===== src/rtl/muldiv_pkg.sv =====
// Shared types for the RV32M multiply/divide unit.
// Op encodings follow funct3; state_e is the unit FSM.
package muldiv_pkg;

    typedef enum logic [2:0] {
        OP_MUL    = 3'b000,
        OP_MULH   = 3'b001,
        OP_MULHSU = 3'b010,
        OP_MULHU  = 3'b011,
        OP_DIV    = 3'b100,
        OP_DIVU   = 3'b101,
        OP_REM    = 3'b110,
        OP_REMU   = 3'b111
    } muldiv_op_e;

    typedef enum logic [1:0] {
        IDLE,
        MUL,
        DIV,
        DONE
    } state_e;

    function automatic logic is_div(input logic [2:0] op);
        return op[2];
    endfunction

endpackage


===== src/rtl/muldiv_div_step.sv =====
// One restoring radix-2 divide step: shift {rem, quot}
// left, trial-subtract divisor, restore on borrow.
module muldiv_div_step
    import muldiv_pkg::*;
#(
    parameter int WIDTH = 32
) (
    input  logic [WIDTH-1:0] rem,
    input  logic [WIDTH-1:0] quot,
    input  logic [WIDTH-1:0] divisor,
    output logic [WIDTH-1:0] rem_next,
    output logic [WIDTH-1:0] quot_next
);

    logic [WIDTH:0]   shifted;
    logic [WIDTH+1:0] diff;

    // Shift, trial subtract, keep or restore.
    always_comb begin
        shifted = {rem, quot[WIDTH-1]};
        diff    = {1'b0, shifted} - {2'b00, divisor};
        if (diff[WIDTH+1]) begin
            rem_next  = shifted[WIDTH-1:0];
            quot_next = {quot[WIDTH-2:0], 1'b0};
        end else begin
            rem_next  = diff[WIDTH-1:0];
            quot_next = {quot[WIDTH-2:0], 1'b1};
        end
    end

endmodule


===== src/rtl/muldiv_unit.sv =====
// RV32M multiply/divide unit: single-cycle MUL, iterative DIV.
// MULDIV_EARLY_OUT_EN: div-by-zero/overflow bypass the DIV loop.
module muldiv_unit
    import muldiv_pkg::*;
#(
    parameter  int WIDTH = 32,
    localparam int CNT_W = $clog2(WIDTH) + 1
) (
    input  logic             clk,
    input  logic             rst,
    input  logic             start,
    input  logic [2:0]       op,
    input  logic [WIDTH-1:0] operand_a,
    input  logic [WIDTH-1:0] operand_b,
    input  logic             kill,
    output logic             busy,
    output logic             done,
    output logic [WIDTH-1:0] result,
    output logic             zero_flag
);

    localparam logic [WIDTH-1:0] MOST_NEG = {1'b1, {(WIDTH-1){1'b0}}};

    state_e             state_q, state_d;
    logic [2:0]         op_q;
    logic [WIDTH-1:0]   a_q, b_q, rem_q, quot_q, dvs_q;
    logic [WIDTH-1:0]   rem_n, quot_n, result_q;
    logic [CNT_W-1:0]   cnt_q;
    logic               qneg_q, rneg_q, dz_q, ovf_q, zero_q;
    logic               accept, fin, early;
    logic               a_neg, b_neg, dz, ovf;
    logic [WIDTH-1:0]   abs_a, abs_b;
    logic [2*WIDTH-1:0] ext_a, ext_b, prod;
    logic [WIDTH-1:0]   mul_res, div_q, div_r, div_res, fin_res;

    muldiv_div_step #(.WIDTH(WIDTH)) u_step (
        .rem       (rem_q),
        .quot      (quot_q),
        .divisor   (dvs_q),
        .rem_next  (rem_n),
        .quot_next (quot_n)
    );

    // Accept decode, operand conditioning and final result select.
    always_comb begin
        accept = start && !kill && (state_q == IDLE || state_q == DONE);
        a_neg  = !op[0] && operand_a[WIDTH-1];
        b_neg  = !op[0] && operand_b[WIDTH-1];
        abs_a  = a_neg ? -operand_a : operand_a;
        abs_b  = b_neg ? -operand_b : operand_b;
        dz     = (operand_b == '0);
        ovf    = !op[0] && (operand_a == MOST_NEG) && (operand_b == '1);
`ifdef MULDIV_EARLY_OUT_EN
        early  = dz || ovf;
`else
        early  = 1'b0;
`endif
        ext_a  = {{WIDTH{(op_q[1:0] != 2'b11) && a_q[WIDTH-1]}}, a_q};
        ext_b  = {{WIDTH{!op_q[1] && b_q[WIDTH-1]}}, b_q};
        prod   = ext_a * ext_b;
        mul_res = (op_q[1:0] == 2'b00) ? prod[WIDTH-1:0]
                                       : prod[2*WIDTH-1:WIDTH];
        div_q  = qneg_q ? -quot_q : quot_q;
        div_r  = rneg_q ? -rem_q : rem_q;
        if (dz_q) begin
            div_q = '1;
            div_r = a_q;
        end else if (ovf_q) begin
            div_q = MOST_NEG;
            div_r = '0;
        end
        div_res = op_q[1] ? div_r : div_q;
        fin_res = is_div(op_q) ? div_res : mul_res;
        fin     = !kill && (state_q == MUL ||
                  (state_q == DIV && cnt_q == '0));
    end

    // FSM state register.
    always_ff @(posedge clk) begin
        if (rst) state_q <= IDLE;
        else     state_q <= state_d;
    end

    // FSM next-state logic.
    always_comb begin
        state_d = state_q;
        unique case (state_q)
            IDLE, DONE: begin
                if (accept)
                    state_d = (is_div(op) && !early) ? DIV : MUL;
                else
                    state_d = IDLE;
            end
            MUL: state_d = kill ? IDLE : DONE;
            DIV: begin
                if (kill)              state_d = IDLE;
                else if (cnt_q == '0)  state_d = DONE;
            end
            default: state_d = IDLE;
        endcase
    end

    // Operand capture, divide iterations and result register.
    always_ff @(posedge clk) begin
        if (rst) begin
            op_q     <= '0;
            a_q      <= '0;
            b_q      <= '0;
            rem_q    <= '0;
            quot_q   <= '0;
            dvs_q    <= '0;
            cnt_q    <= '0;
            qneg_q   <= 1'b0;
            rneg_q   <= 1'b0;
            dz_q     <= 1'b0;
            ovf_q    <= 1'b0;
            result_q <= '0;
            zero_q   <= 1'b1;
        end else begin
            if (accept) begin
                op_q   <= op;
                a_q    <= operand_a;
                b_q    <= operand_b;
                rem_q  <= '0;
                quot_q <= abs_a;
                dvs_q  <= abs_b;
                cnt_q  <= CNT_W'(WIDTH);
                qneg_q <= a_neg ^ b_neg;
                rneg_q <= a_neg;
                dz_q   <= dz;
                ovf_q  <= ovf;
            end else if (state_q == DIV && cnt_q != '0) begin
                rem_q  <= rem_n;
                quot_q <= quot_n;
                cnt_q  <= cnt_q - 1'b1;
            end
            if (fin) begin
                result_q <= fin_res;
                zero_q   <= (fin_res == '0);
            end
        end
    end

    assign busy      = (state_q == MUL) || (state_q == DIV);
    assign done      = (state_q == DONE);
    assign result    = result_q;
    assign zero_flag = zero_q;

endmodule


===== config.mk =====
export PLATFORM = sky130hd
export DESIGN_NAME = muldiv_unit
export DESIGN_NICKNAME = d
export VERILOG_FILES = /design/src/rtl/muldiv_pkg.sv /design/src/rtl/muldiv_div_step.sv /design/src/rtl/muldiv_unit.sv
export SDC_FILE = /design/constraint.sdc
export NUM_CORES = 2
export LEC_CHECK = 0
export ABC_CLOCK_PERIOD_IN_PS = 8400
export BUFFER_PORTS_ARGS = -buffer_cell sky130_fd_sc_hd__buf_4
export CORE_MARGIN = 2
export CORE_UTILIZATION = 24
export CTS_CLUSTER_DIAMETER = 50
export DETAILED_ROUTE_END_ITERATION = 8
export SYNTH_ARGS = -nofsm -noshare
export SYNTH_HDL_FRONTEND = slang
export SYNTH_HIERARCHICAL = 1
export SYNTH_SLANG_ARGS = --single-unit

===== constraint.sdc =====
create_clock -name clk -period 8.4 [get_ports clk]
set_input_delay 0.84 -clock clk [delete_from_list [all_inputs] [get_ports clk]]
set_output_delay 0.84 -clock clk [all_outputs]
set_load 0.02 [all_outputs]

==> flow_metrics.env <==
export IMPL_rsz0062_at_grt="yes"
export IMPL_fillerInstances=23100
export IMPL_setup_viol=0
export IMPL_io_pins=106
export IMPL_antenna_found_initial=12
export IMPL_cts_root_buf="clkbuf_16"
export IMPL_wl_per_cell_um=19.8
export IMPL_first_pass_iters=6
export IMPL_r2r_start="b_q[9]$_SDFFE_PP0P_"
export IMPL_syn2layout_area_growth_pct=17.8
export IMPL_synthTopCellsByCount="nand2_1, inv_1, fa_1"
export IMPL_stdcell_count=9347
export IMPL_fin_ws_ns=0.0160
export IMPL_slowest_delay_ns=0.61
export IMPL_reg2reg_depth=30
export IMPL_netlist_area_leader_share=0.430
export IMPL_routed_wl_mm=185
export IMPL_status="complete, no violations"
export IMPL_slew_headroom=0.314
export IMPL_place_ws_ns=-0.502
export IMPL_final_design_area_no_fill_um2=61700
export IMPL_min_from="result[22]$_SDFFE_PP0P_"
export IMPL_ys_warn_count=6
export IMPL_crit_start="b_q[9]$_SDFFE_PP0P_"
export IMPL_vias=44000
export IMPL_grt_pass1_wl_mm=286
export IMPL_finalCriticalPeriod_ns=8.38
export IMPL_ant_nets=0
export IMPL_startpoint_type="flip-flop"
export IMPL_drc=0
export IMPL_synth_cells=6239
export IMPL_min_delay_path_class="flip-flop to flip-flop"
export IMPL_critPathRequiredTime_ns=8.91
export IMPL_drive_above_1_share=0.128
export IMPL_grt_usage=0.166
export IMPL_grt_max_degree=86
export IMPL_clkLatencyLatePin_ns=0.63
export IMPL_syn_cell_area_um2=52400
export IMPL_place_area_um2=59600
export IMPL_cp_data_arrival_time_ns=8.90
export IMPL_synth_seq_cells=207
export IMPL_fin_crit_sh=0.998
export IMPL_synthTopCellsByArea="fa_1, nand2_1, inv_1"
export IMPL_clk_pin_slew_worst_paths_ns=0.05
export IMPL_core_area_um2=217000
export IMPL_fin_nets=7903
export IMPL_yosysSeqAreaShare=0.0791
export IMPL_fp_dieW_um=471
export IMPL_avgSynthCellArea_um2=8.40
export IMPL_grt_overflow=0
export IMPL_slew_violations=0
export IMPL_leakagePower_nw=28.3
export IMPL_fmax_ghz=0.119
export IMPL_timing_critical_path_mode_cell="fa_1"
export IMPL_start_util=0.241
export IMPL_yosysTopAreaCell="fa_1"
export IMPL_fp_dieH_um=471
export IMPL_p_per_area_nw_per_um2=95.9
export IMPL_synth_cell_type_count=93
export IMPL_grt_pass1_vias=46800
export IMPL_drv_cap=0
export IMPL_synthArstFlopShare=0
export IMPL_path_class="flip-flop to flip-flop"
export IMPL_dp_hpwl_mm=155
export IMPL_ctsHoldBuffers=0
export IMPL_vias_per_cell=4.71
export IMPL_final_core_util=0.284
export IMPL_place_congestion=0.970
export IMPL_cts_tree="built"
export IMPL_cts_buffer_depth=3
export IMPL_critPathSlowestCell="fa_1"
export IMPL_worst_slew_pin_slew_ns=1.03
export IMPL_port_buffer_count=105
export IMPL_synth_edf_count=0
export IMPL_yosysMostFrequentCell="nand2_1"
export IMPL_finalHoldViolCount=0
export IMPL_vdd_drop_max_uv=151
export IMPL_h_tree_depth=2
export IMPL_die_area_um2=222000
export IMPL_place_inst=9252
export IMPL_rows=171
export IMPL_endpoint_kind="flip-flop"
export IMPL_drt_iter0_drc=3456
export IMPL_syn_nets=7690
export IMPL_clock_sinks=207
export IMPL_hold_path_depth=2
export IMPL_synth_ff_type="dfxtp_1"
export IMPL_crit_fanout=23
export IMPL_numCtsBuffers=47
export IMPL_fin_skew_ns=0.0390
## what timing repair did
item,CTS,global route
pin swaps,10,28
hold endpoints to repair,0,0
setup buffers,2,3
resized for setup,28,82
setup endpoints to repair,13,17
## cells by family after synthesis
| kind of cell | after synthesis | synth area share |
|---|---|---|
| adders and majority gates | 1380 | 0.491 |
| and+or+nand+nor | 2073 | 0.181 |
| xor gates and xnor gates | 205 | 0.0343 |
| muxes | 14 | 0.00279 |
| buffers and inverters | 1584 | 0.117 |
| AOI/OAI and AO/OA | 776 | 0.0948 |
| DFF | 207 | 0.0791 |
## metal layers
layer | up-vias | GRT usage | wire length (um)
met5 | - | 0 | 68
met1 | 22600 | 0.226 | 80100
li1 | 19500 | - | -
met4 | 10 | 0.0590 | 7540
met2 | 1552 | 0.267 | 83900
met3 | 297 | 0.0262 | 13200
## cell usage in the layout, fill, tap and decap left out, types with 28 or more instances in the layout
cell	Yosys	layout
xnor2_1	92	91
nand3_1	47	46
nor3_1	58	52
nand2_1	1172	1168
fa_1	1126	1119
ha_1	254	248
nor2_1	228	225
dfxtp_1	207	201
a21oi_1	268	256
o31ai_1	28	28
xor2_1	113	110
inv_1	1149	1143
a311oi_1	36	36
o21ai_0	145	137
buf_12	0	74
a21o_1	33	33
a211oi_1	56	54
buf_4	31	518
nand4_1	38	38
clkbuf_16	0	47
and2_1	370	369
## cell type report
type / count / area [um^2] / area share
Antenna cell: 4 / 10.0 / 0.000162
Clock buffer: 56 / 1280 / 0.0207
Clock inverter: 30 / 348 / 0.00563
Inverter: 1151 / 4330 / 0.0701
Multi-Input combinational cell: 4448 / 42600 / 0.690
Sequential cell: 207 / 4160 / 0.0673
Tap cell: 2854 / 3570 / 0.0578
Timing Repair Buffer: 597 / 5430 / 0.0880
## registers in the layout, summed over array words and instances (netlist names)
signal     flops
rem_q         32
qneg_q         1
a_q           32
dz_q           1
b_q           32
op_q           3
dvs_q         31
zero_flag      1
quot_q        32
result        32
ovf_q          1
rneg_q         1
cnt_q          6
state_q        2
## metrics by stage
step / setup TNS [ns] / power [mW] / hold slack [ns]
after global routing: -0.230 / 6.24 / 0.483
after global placement: -1.56 / 3.89 / 0.447
after floorplan: 0 / 2.62 / 0.454
after detailed placement: -1.41 / 3.88 / 0.457
after CTS: 0 / 5.90 / 0.461
final: 0 / 5.92 / 0.459
## final timing paths
check | slack, ns | endpoint
hold reg to reg | 0.46 | result[22]$_SDFFE_PP0P_
setup / recovery | 0.02 | zero_flag$_SDFFE_PP1P_
setup reg to reg | 0.02 | zero_flag$_SDFFE_PP1P_
hold / removal | 0.46 | result[22]$_SDFFE_PP0P_
## critical path: cells and delay by family, from the launching register on
| family | cells | cell delay (ns) |
|---|---|---|
| buffers and inverters | 10 | 1.08 |
| AO/OA/AOI/OAI | 4 | 0.89 |
| AND/OR/NAND/NOR | 7 | 1.40 |
| adder cells (fa/ha/maj) | 9 | 4.51 |
| flip-flops | 1 | 0.38 |
## power breakdown
group	switching [mW]	total, mW	internal [mW]	leakage (nW)
clock network	0.750	1.93	1.18	0.802
registers	0.0773	1.12	1.04	1.69
logic	1.76	2.87	1.12	25.8
Power figures use the tool's default switching activity.
